$ cat src/rtl/sobel_pair_pipe.sv
// sobel_pair_pipe: three-stage Sobel gradient engine producing two edge
// pixels per 3x4 window. All stages advance together under a single
// valid/ready enable, so a stalled consumer freezes the whole pipeline.
module sobel_pair_pipe #(
    parameter int THRESH = 0,
    parameter int PIX_W  = 20
) (
    input  logic             clk,
    input  logic             n_rst,
    input  logic             in_valid,
    output logic             in_ready,
    input  logic [95:0]      in_window,
    input  logic [PIX_W-1:0] in_pixnum,
    output logic             out_valid,
    input  logic             out_ready,
    output logic [15:0]      out_wdata,
    output logic [PIX_W-1:0] out_pixnum,
    input  logic             clr,
    output logic [PIX_W-1:0] pair_count,
    output logic             busy
);

    localparam logic [10:0] THR = 11'(THRESH);

    // Byte at row r, column c of the window.
    function automatic logic [7:0] px(input logic [95:0] w, input int r, input int c);
        return w[32*r+8*c +: 8];
    endfunction

    // 1-2-1 weighted sum of three bytes; at most 1020, fits 10 bits.
    function automatic logic [9:0] wsum(input logic [7:0] a, input logic [7:0] b,
                                        input logic [7:0] c);
        return 10'(a) + {1'b0, b, 1'b0} + 10'(c);
    endfunction

    logic                   adv;
    logic                   s1_valid;
    logic                   s2_valid;
    logic [PIX_W-1:0]       s1_pixnum;
    logic [PIX_W-1:0]       s2_pixnum;
    logic [1:0][9:0]        s1_l, s1_r, s1_t, s1_b;
    logic [1:0][9:0]        s1_l_d, s1_r_d, s1_t_d, s1_b_d;
    logic [1:0][9:0]        s2_ax, s2_ay;
    logic [1:0][9:0]        s2_ax_d, s2_ay_d;
    logic [15:0]            res_d;

    // The pipeline moves whenever the output slot is empty or being drained.
    assign adv      = ~out_valid | out_ready;
    assign in_ready = adv;
    assign busy     = s1_valid | s2_valid | out_valid;

    // Column and row sums for centres c=1 (k=0) and c=2 (k=1).
    always_comb begin
        for (int k = 0; k < 2; k++) begin
            s1_l_d[k] = wsum(px(in_window, 0, k),     px(in_window, 1, k),     px(in_window, 2, k));
            s1_r_d[k] = wsum(px(in_window, 0, k + 2), px(in_window, 1, k + 2), px(in_window, 2, k + 2));
            s1_t_d[k] = wsum(px(in_window, 0, k),     px(in_window, 0, k + 1), px(in_window, 0, k + 2));
            s1_b_d[k] = wsum(px(in_window, 2, k),     px(in_window, 2, k + 1), px(in_window, 2, k + 2));
        end
    end

    // Signed gradients and their magnitudes (|G| <= 1020 fits 10 bits).
    always_comb begin
        logic signed [10:0] gx;
        logic signed [10:0] gy;
        // NOTE: every combinational output gets a default before any
        // conditional assignment, so no path can leave it unassigned (latch).
        gx      = '0;
        gy      = '0;
        s2_ax_d = '0;
        s2_ay_d = '0;
        for (int k = 0; k < 2; k++) begin
            gx = signed'({1'b0, s1_r[k]}) - signed'({1'b0, s1_l[k]});
            gy = signed'({1'b0, s1_b[k]}) - signed'({1'b0, s1_t[k]});
            s2_ax_d[k] = gx[10] ? 10'(-gx) : gx[9:0];
            s2_ay_d[k] = gy[10] ? 10'(-gy) : gy[9:0];
        end
    end

    // Magnitude to output byte: saturate, or binarise against THRESH.
    always_comb begin
        logic [10:0] mag;
        mag   = '0;
        res_d = '0;
        for (int k = 0; k < 2; k++) begin
            mag = 11'(s2_ax[k]) + 11'(s2_ay[k]);
            if (THRESH != 0) begin
                res_d[8*k +: 8] = (mag >= THR) ? 8'hFF : 8'h00;
            end else begin
                res_d[8*k +: 8] = (mag > 11'd255) ? 8'hFF : mag[7:0];
            end
        end
    end

    // Valid bits and output registers: cleared by reset, shifted on adv.
    always_ff @(posedge clk or negedge n_rst) begin
        // NOTE: sequential state uses non-blocking assignments so every
        // stage samples the pre-edge value of the stage before it.
        if (!n_rst) begin
            s1_valid   <= 1'b0;
            s2_valid   <= 1'b0;
            out_valid  <= 1'b0;
            out_wdata  <= '0;
            out_pixnum <= '0;
        end else if (adv) begin
            s1_valid  <= in_valid;
            s2_valid  <= s1_valid;
            out_valid <= s2_valid;
            if (s2_valid) begin
                out_wdata  <= res_d;
                out_pixnum <= s2_pixnum;
            end
        end
    end

    // Intermediate datapath registers, qualified only by their valid bits.
    always_ff @(posedge clk) begin
        // NOTE: these carry no reset; nothing downstream uses them unless the
        // matching valid bit is set, and that bit is reset.
        if (adv) begin
            s1_l      <= s1_l_d;
            s1_r      <= s1_r_d;
            s1_t      <= s1_t_d;
            s1_b      <= s1_b_d;
            s1_pixnum <= in_pixnum;
            s2_ax     <= s2_ax_d;
            s2_ay     <= s2_ay_d;
            s2_pixnum <= s1_pixnum;
        end
    end

    // Consumed-result counter; clr takes priority over a transfer.
    always_ff @(posedge clk or negedge n_rst) begin
        if (!n_rst) begin
            pair_count <= '0;
        end else if (clr) begin
            pair_count <= '0;
        end else if (out_valid && out_ready) begin
            pair_count <= pair_count + PIX_W'(1);
        end
    end

endmodule

$ cat config.mk
export PLATFORM = sky130hd
export DESIGN_NAME = sobel_pair_pipe
export DESIGN_NICKNAME = d
export VERILOG_FILES = /design/src/rtl/sobel_pair_pipe.sv
export SDC_FILE = /design/constraint.sdc
export NUM_CORES = 1
export LEC_CHECK = 0
export ABC_CLOCK_PERIOD_IN_PS = 6200
export CORE_UTILIZATION = 35
export CTS_CLUSTER_DIAMETER = 100
export DETAILED_ROUTE_END_ITERATION = 10
export HOLD_SLACK_MARGIN = 0.02
export PLACE_DENSITY = 0.55
export SETUP_SLACK_MARGIN = 0.3
export SLEW_MARGIN = 5
export SYNTH_ARGS = -nofsm -noshare
export SYNTH_HDL_FRONTEND = slang
export SYNTH_SLANG_ARGS = --single-unit
export TNS_END_PERCENT = 5
$ cat constraint.sdc
create_clock -name clk -period 6.2 [get_ports clk]
set_input_delay 0.93 -clock clk [delete_from_list [all_inputs] [get_ports clk]]
set_output_delay 0.93 -clock clk [all_outputs]
set_load 0.01 [all_outputs]
==> qor.csv <==
stage,metric,value,unit
cts,post_cts resized,0,
setup_path,most numerous cell on the critical path,clkdlybuf4s50_1,
synth,Synth Register Bits,219,
die,core box area,0.03901,sq mm
setup_path,crit-path cells,clkdlybuf4s50_1 > nand2b_4 > clkdlybuf4s50_1,
global_routing,largest net degree at the start of global routing,82,
die,Chip Width,201.7,um
setup_path,CP required,5.27,ns
setup_path,CP max stage cell,clkdlybuf4s50_1,
cts,hold_buf cts,0,
global_routing,global-route wire length before repair,49710,um
placed_design,DP Cell Count,1937,
timing,max-slew violations,0,
synth,Area contributors post-synth,"edfxtp_1 (34%), ha_1 (12%), dfrtp_1 (11%)",
route,initial DRC count,355,
placed_design,gpl congestion,0.8418,
status,status,"complete, no violations",
route,Antenna Nets Post-Route,0,
die,die area,0.04066,sq mm
global_routing,initial antenna violation count,0,
synth,number of enable flip-flop cells after synthesis,160,
die,Die Y,201.7,um
layout,most frequent cells in the layout,"clkdlybuf4s50_1 (178), edfxtp_1 (160), ha_1 (137)",
cts,CTS max path bufs,3,
layout,share of cells above drive strength 1,0.04158,
global_routing,grt ovf,0,
job,max-capacitance violation count,0,
timing,Final min period,3.672,ns
route,vias per inst,4.726,
timing,highest clock rate,272.3,MHz
layout,# diodes,0,
global_routing,vias in the first global route,9511,
cts,Clk Tree Root Cell,clkbuf_16,
route,DRT Wirelength,31190,um
worst_hold_path,HP Class,flop to flop,
cts,CTS Buf Count,26,
pwr,Peak supply drop,146.6,uV
layout,Post-Layout Cell Count,1985,
timing,Final Hold Slack,0.4106,ns
route,Avg WL per Cell,15.71,um
global_routing,GRT Overall Usage,0.1544,
die,# rows,72,
timing,period utilisation layout,0.5922,
cts,Worst-path clk slew,0.06,ns
layout,Area Growth Syn to Fin,23.85,%
setup_path,Setup crit end kind,output port,
synth,Synth async-reset ratio,0.2694,
route,DRC Markers,0,
layout,nets@finish,1775,
synth,Synth top area share,0.3444,
setup_path,critical path type,primary input to output port,
timing,RSZ-0062 raised after global routing,false,
setup_path,largest stage delay on the critical path,0.68,ns
synth,synthesized area,0.01395,sq mm
placed_design,HPWL Detailed,25130,um
timing,Slew HR,0.3045,
cts,CTS tree,done,
setup_path,Critical Path Start Type,primary input,
placed_design,port buffer count,179,
synth,synth unique cells,53,
cts,H-tree Lvls,1,
pwr,leakage,7.261,nW
die,# IOs,180,
layout,"most common cell after layout, fill and taps aside",clkdlybuf4s50_1,
synth,Synth Net Count,1579,
timing,setup TNS,0,ns
synth,synth warn,0,
synth,sequential fraction of the synthesis area,0.4502,
synth,Synth area leader,edfxtp_1,
pwr,PwrDens,452.8,mW/mm^2
setup_path,Crit path arrival time,2.74,ns
setup_path,worst-path fanout max,47,
cts,Clock Latency Late Sink,0.54,ns
timing,Worst Tran Pin Value,1.041,ns
synth,Most used DFF post-synth,edfxtp_1,
timing,skew final,0.02443,ns
synth,Post-Synthesis Cells,1251,
die,Initial Util,0.3577,
route,Pre-Repair DR Iteration Count,5,
layout,utilization after layout,0.4430,
cts,post-CTS setup buffer count,0,
timing,# setup viols final,0,
route,via count,9382,
timing,final hold viol count,0,
cts,Clock Sinks,219,
synth,Avg Inst Size Synth,11.15,sq um
[logic make-up after synthesis]
logic type	synth area share
mux	0.006995
xor+xnor	0.07910
simple gates	0.1073
compound gates	0.09703
buf+inv	0.03605
flops	0.4502
fa+ha+maj	0.2233
[routing by layer]
layer,vias up,wire (um),GRT usage
met4,0,590,0.03598
met5,-,0,0
li1,4718,-,-
met1,4385,15670,0.2226
met2,239,13630,0.2442
met3,40,1291,0.02268
[path summary, 6_finish.rpt]
check	start	to	slack (ns)	cells after the start
min reg2reg	s1_pixnum[7]	s2_pixnum[7]	0.41	0
min in group asynchronous	n_rst	out_pixnum[16]	0.55	2
max in group asynchronous	n_rst	out_wdata[8]	5.14	2
min	s1_pixnum[7]	s2_pixnum[7]	0.41	0
max reg2reg	s1_r[10]	s2_ax[17]	3.44	11
max	out_ready	in_ready	2.53	3
[critical path: cells and delay by family]
family	cells	cell delay (ns)
buf+inv	2	1.19
simple gates	1	0.60
[power breakdown]
part / internal, mW / switching, mW
Sequential: 2.28 / 0.195
Combinational: 1.66 / 2.07
Clock: 0.993 / 0.618
Total: 4.94 / 2.88
[registers in the layout, indices dropped and copies added (netlist names)]
register    count
out_pixnum     20
pair_count     20
s1_b           20
s1_l           20
s1_pixnum      20
s1_r           20
s1_t           20
s2_ax          20
s2_ay          20
s2_pixnum      20
out_wdata      16
out_valid       1
s1_valid        1
s2_valid        1
[cells in the mapped netlist, drive strengths merged, types with 3 or more instances]
library cell / n
o21ai: 67
ha: 137
clkbuf: 14
nor3: 12
a221oi: 4
inv: 119
nand2: 131
o21bai: 12
or3: 6
nand3: 12
a21oi: 71
edfxtp: 160
xor2: 55
a211oi: 7
mux2: 6
nor3b: 3
nand4: 6
nand2b: 22
mux2i: 3
o211ai: 4
nor4: 5
a31oi: 6
dfrtp: 59
o21a: 6
xnor2: 71
a21o: 26
nor2b: 15
nor2: 110
a21boi: 9
fa: 70
[final cells by class]
cell class / count / area [sq um]
fillers: 3685 / 21730
multi-input cells: 898 / 7176
flip-flops and latches: 219 / 6281
repair buffers: 183 / 1817
clock buffers: 34 / 721.9
well taps: 518 / 648.1
inverters: 119 / 446.7
clock inverters: 14 / 190.2
[per-stage QoR]
| stage | total power [mW] | worst slack (ns) | area (sq um) |
|---|---|---|---|
| final | 7.824 | 2.528 | 17280 |
| after global routing | 8.501 | 2.424 | 17280 |
| after CTS | 7.943 | 2.486 | 17280 |
| after detailed placement | 6.278 | 2.329 | 16370 |
| after global placement | 6.221 | 2.371 | 16370 |
| after floorplan | 5.211 | 1.909 | 13950 |
Note: power is estimated with default switching activity, not from simulation.
